[config.mk]
export PLATFORM = sky130hd
export DESIGN_NAME = alu_serial_ctrl
export DESIGN_NICKNAME = d
export VERILOG_FILES = /design/src/rtl/alu_serial_ctrl.sv
export SDC_FILE = /design/constraint.sdc
export NUM_CORES = 1
export LEC_CHECK = 0
export BUFFER_PORTS_ARGS = -buffer_cell sky130_fd_sc_hd__buf_2
export CAP_MARGIN = 10
export CORE_UTILIZATION = 56
export DETAILED_ROUTE_END_ITERATION = 16
export GPL_ROUTABILITY_DRIVEN = 1
export MAX_ROUTING_LAYER = met4
export PLACE_DENSITY = 0.9
export SLEW_MARGIN = 20
export SYNTH_ARGS = -nofsm -noshare
export SYNTH_HDL_FRONTEND = slang
export SYNTH_SLANG_ARGS = --single-unit
[constraint.sdc]
create_clock -name clk -period 2.15 [get_ports clk]
set_input_delay 0.43 -clock clk [delete_from_list [all_inputs] [get_ports clk]]
set_output_delay 0.43 -clock clk [all_outputs]
set_load 0.05 [all_outputs]
[src/rtl/alu_serial_ctrl.sv]
// Bit-serial ALU controller: streams operands LSB-first through an external
// 1-bit ALU slice and reassembles the WIDTH-bit result.
//
// Ports:
//   clk, rst_n              clock, synchronous active-low reset
//   start, a_in, b_in       request and operands, captured in IDLE
//   SELECT, INVERTB         op select (00 AND, 01 OR, 1x ADD), invert B
//   slice_a/b/invb/cin/sel  drive to the 1-bit slice (zero outside RUN)
//   slice_out, slice_cout   combinational slice result and carry
//   busy, done              RUN indicator, one-cycle completion pulse
//   result, carry_out       final result and MSB carry, held until next op
//   overflow, zero          status flags
//
// Build option: define ALU_SERIAL_FLAGS_EN to enable the overflow/zero
// flags; otherwise both outputs are tied to 0.
module alu_serial_ctrl #(
    parameter int WIDTH = 8
) (
    input  logic             clk,
    input  logic             rst_n,
    input  logic             start,
    input  logic [WIDTH-1:0] a_in,
    input  logic [WIDTH-1:0] b_in,
    input  logic [1:0]       SELECT,
    input  logic             INVERTB,
    output logic             slice_a,
    output logic             slice_b,
    output logic             slice_invb,
    output logic             slice_cin,
    output logic [1:0]       slice_sel,
    input  logic             slice_out,
    input  logic             slice_cout,
    output logic             busy,
    output logic             done,
    output logic [WIDTH-1:0] result,
    output logic             carry_out,
    output logic             overflow,
    output logic             zero
);

    localparam int CW = $clog2(WIDTH);
    localparam logic [CW-1:0] LAST = CW'(WIDTH - 1);

    localparam logic [1:0] S_IDLE = 2'd0;
    localparam logic [1:0] S_RUN  = 2'd1;
    localparam logic [1:0] S_DONE = 2'd2;

    logic [1:0]       state_q, state_d;
    logic [WIDTH-1:0] a_q, a_d;
    logic [WIDTH-1:0] b_q, b_d;
    logic [WIDTH-1:0] sh_q, sh_d;
    logic [WIDTH-1:0] result_q, result_d;
    logic [1:0]       sel_q, sel_d;
    logic             invb_q, invb_d;
    logic             carry_q, carry_d;
    logic             cout_q, cout_d;
    logic [CW-1:0]    cnt_q, cnt_d;
    logic             run;

`ifdef ALU_SERIAL_FLAGS_EN
    logic ovf_q, ovf_d;
    logic zero_q, zero_d;
`endif

    assign run = (state_q == S_RUN);

    always_comb begin
        state_d  = state_q;
        a_d      = a_q;
        b_d      = b_q;
        sh_d     = sh_q;
        result_d = result_q;
        sel_d    = sel_q;
        invb_d   = invb_q;
        carry_d  = carry_q;
        cout_d   = cout_q;
        cnt_d    = cnt_q;
`ifdef ALU_SERIAL_FLAGS_EN
        ovf_d    = ovf_q;
        zero_d   = zero_q;
`endif
        case (state_q)
            S_IDLE: begin
                if (start) begin
                    state_d = S_RUN;
                    a_d     = a_in;
                    b_d     = b_in;
                    sh_d    = '0;
                    sel_d   = SELECT;
                    invb_d  = INVERTB;
                    cnt_d   = '0;
                    // subtract = add inverted B with carry-in of one
                    carry_d = INVERTB & SELECT[1];
                end
            end
            S_RUN: begin
                a_d     = {1'b0, a_q[WIDTH-1:1]};
                b_d     = {1'b0, b_q[WIDTH-1:1]};
                sh_d    = {slice_out, sh_q[WIDTH-1:1]};
                carry_d = slice_cout;
                if (cnt_q == LAST) begin
                    // counter holds at LAST so it never wraps
                    state_d  = S_DONE;
                    result_d = {slice_out, sh_q[WIDTH-1:1]};
                    cout_d   = sel_q[1] & slice_cout;
`ifdef ALU_SERIAL_FLAGS_EN
                    // carry_q is the carry into the MSB here
                    ovf_d  = sel_q[1] & (carry_q ^ slice_cout);
                    zero_d = ({slice_out, sh_q[WIDTH-1:1]} == '0);
`endif
                end else begin
                    cnt_d = cnt_q + CW'(1);
                end
            end
            S_DONE: begin
                state_d = S_IDLE;
            end
            default: begin
                state_d = S_IDLE;
            end
        endcase
    end

    always_ff @(posedge clk) begin
        if (!rst_n) begin
            state_q  <= S_IDLE;
            a_q      <= '0;
            b_q      <= '0;
            sh_q     <= '0;
            result_q <= '0;
            sel_q    <= '0;
            invb_q   <= 1'b0;
            carry_q  <= 1'b0;
            cout_q   <= 1'b0;
            cnt_q    <= '0;
        end else begin
            state_q  <= state_d;
            a_q      <= a_d;
            b_q      <= b_d;
            sh_q     <= sh_d;
            result_q <= result_d;
            sel_q    <= sel_d;
            invb_q   <= invb_d;
            carry_q  <= carry_d;
            cout_q   <= cout_d;
            cnt_q    <= cnt_d;
        end
    end

`ifdef ALU_SERIAL_FLAGS_EN
    always_ff @(posedge clk) begin
        if (!rst_n) begin
            ovf_q  <= 1'b0;
            zero_q <= 1'b0;
        end else begin
            ovf_q  <= ovf_d;
            zero_q <= zero_d;
        end
    end
    assign overflow = ovf_q;
    assign zero     = zero_q;
`else
    assign overflow = 1'b0;
    assign zero     = 1'b0;
`endif

    assign slice_a    = run & a_q[0];
    assign slice_b    = run & b_q[0];
    assign slice_cin  = run & carry_q;
    assign slice_invb = run & invb_q;
    assign slice_sel  = run ? sel_q : 2'b00;

    assign busy      = run;
    assign done      = (state_q == S_DONE);
    assign result    = result_q;
    assign carry_out = cout_q;

endmodule

==> flow_summary.json <==
{
  "status": "finished, violations left",
  "violations": "design-rule violations",
  "synth_top_area_frac": 0.472,
  "power_leakage_nw": 0.845,
  "core_area_um2": 2850,
  "rows": 19,
  "final_util": 0.690,
  "wl_per_cell_um": 12.5,
  "final-seq-area_um2": 822,
  "fin_crit_ps": 2040,
  "synthesis.area_um2": 1740,
  "crit_fanout": 18,
  "die_h_um": 57.7,
  "tightest_slew_ps": 627,
  "grt_usage": 0.223,
  "antenna_cells": 0,
  "ant_nets": 0,
  "ys_seq_area_frac": 0.472,
  "post_cts_buffers": 0,
  "yosys_warnings": 0,
  "clockBufferDepth": 2,
  "gp_congestion": 0.713,
  "r2r_cells": 5,
  "min_from": "b_in[2]",
  "worstReg2RegStart": "cnt_q[0]",
  "grt_overflow": 0,
  "dr.pass1.iters": 10,
  "period_share": 0.949,
  "setup-violations-final": 0,
  "drtIter0Drc": 46,
  "start_kind": "register",
  "portBuffers": 40,
  "clk_pin_slew_worst_paths_ps": 110,
  "die_x_um": 57.7,
  "cts_tree": "built",
  "setup_slack_ps": 110,
  "cts_htree_levels": 2,
  "vdd_drop_max_uv": 466,
  "dr_total_vias": 1484,
  "antenna_found_initial": 0,
  "critPathRequiredTime_ps": 1720,
  "cts.sinks": 41,
  "nets": 261,
  "whs_endpoint": "b_q[2]",
  "via_per_inst": 5.56,
  "hold_ws_ps": 305,
  "nFillCells": 236,
  "relSlewSlack": 0.581,
  "syn_to_final_growth_pct": 13.2,
  "drv_cap": 0,
  "multi_input_area_um2": 828,
  "highest_layer": "met4",
  "drc_errors": 1,
  "r2r_end": "cnt_q[1]",
  "rsz0062_at_grt": "no",
  "insertion_delay_ps": 350,
  "cp-end-kind": "output pin",
  "setup_tns_ps": 0,
  "clock_skew_ps": 10.8,
  "critPathKind": "register to output pin",
  "whs_path_depth": 3,
  "arrival_ps": 1610,
  "dp_slack_ps": 304,
  "cts-root-buf": "clkbuf_4",
  "hold_buffers": 0,
  "synth.area.top_cells": "dfxtp_1 47%, a21oi_1 7.8%, nand2_1 6.3%",
  "synth-seq-cells": 41,
  "drive_above_1_share": 0.237,
  "hold_class": "input pin to register",
  "power_density_nw_per_um2": 697,
  "grt_pass1_wl_um": 5570,
  "dpl.hpwl_um": 2270,
  "met3_length_um": 154,
  "met1_length_um": 1540,
  "pin_count": 43,
  "ys_types": 31,
  "grt_max_degree": 46,
  "start_util": 0.610,
  "met2_wirelength_um": 1580,
  "r2r_slack_ps": 420,
  "finalHoldViolCount": 0,
  "synth_area_per_cell_um2": 8.65,
  "drv_slew": 0,
  "die_area_um2": 3330,
  "synth_top_area_cell": "dfxtp_1",
  "wl_um": 3340,
  "syn_inst": 201,
  "final_cell_mix": "40 x dfxtp_1, 40 x buf_2, 29 x nand2_1",
  "grt_pass1_vias": 1280,
  "fmax_ghz": 0.490,
  "cts_made_buffers": 5
}
timing repair:
item,CTS,global route
hold endpoints to repair,0,0
setup endpoints to repair,6,6
gates resized for setup,1,2
Yosys cell counts, drive strengths merged:
cell type and n:
a21boi 9, a21oi 27, a22oi 9, a31oi 1, a32o 1, and2 7, and3 1, buf 12
clkbuf 5, conb 1, dfxtp 41, ha 2, inv 1, mux2i 5, nand2 29, nand2b 3
nand3 11, nand3b 1, nand4 1, nor2 1, nor2b 14, nor3b 1, o21ai 16, o21ba 1
o21bai 1
cell families after synthesis:
kind of cell,share of synthesized area
adder cells (fa/ha/maj),0.0144
AND/OR/NAND/NOR,0.206
multiplexers,0.0288
AO/OA/AOI/OAI,0.223
flip-flops,0.472
other,0.00216
buffers and inverters,0.0539
power by group:
| group | internal (mW) | switching (mW) |
|---|---|---|
| registers | 0.796 | 0.0213 |
| clock network | 0.125 | 0.235 |
| logic | 0.0731 | 0.124 |
| total | 0.994 | 0.379 |
worst max-delay path, cell delays in order (launching register included):
cell and delay (ps):
dfxtp_1 460, nand2b_4 290, inv_4 120, and2_1 180, buf_2 210
per-layer routing:
metal  vias up  global-route usage
li1        757                   -
met1       675               0.278
met2        44               0.354
met3         8              0.0469
met4         0              0.0918
met5         -                   -
state kept, by name (all words and copies together), names as in the netlist:
register / cells
cnt_q: 3
sel_q: 2
sh_q: 7
state_q: 2
b_q: 8
carry_out: 1
a_q: 8
carry_q: 1
result: 8
invb_q: 1
per-stage QoR:
| stage | std cells | area, um2 | power, mW |
|---|---|---|---|
| after global routing | 267 | 1970 | 1.44 |
| after global placement | 259 | 1910 | 1.02 |
| after detailed placement | 259 | 1910 | 1.03 |
| final | 267 | 1970 | 1.37 |
| after floorplan | 202 | 1740 | 0.982 |
| after CTS | 267 | 1970 | 1.38 |
cell type report:
cell class / count / share of cell area
Clock buffer: 6 / 0.0210
Clock inverter: 2 / 0.00508
Inverter: 1 / 0.00318
Multi-Input combinational cell: 143 / 0.421
Sequential cell: 41 / 0.417
Tap cell: 31 / 0.0197
Timing Repair Buffer: 43 / 0.113
worst max path at each step:
stage | start | endpoint | slack, ps | depth (start not counted)
after floorplan | state_q[1] | slice_a | 360 | 4
after global placement | state_q[0] | slice_a | 330 | 4
after detailed placement | state_q[0] | slice_a | 300 | 4
after CTS | state_q[1] | slice_a | 20 | 4
after global routing | state_q[1] | slice_invb | 20 | 4
final | state_q[1] | slice_invb | 110 | 4
(Power assumes the default switching activity.)
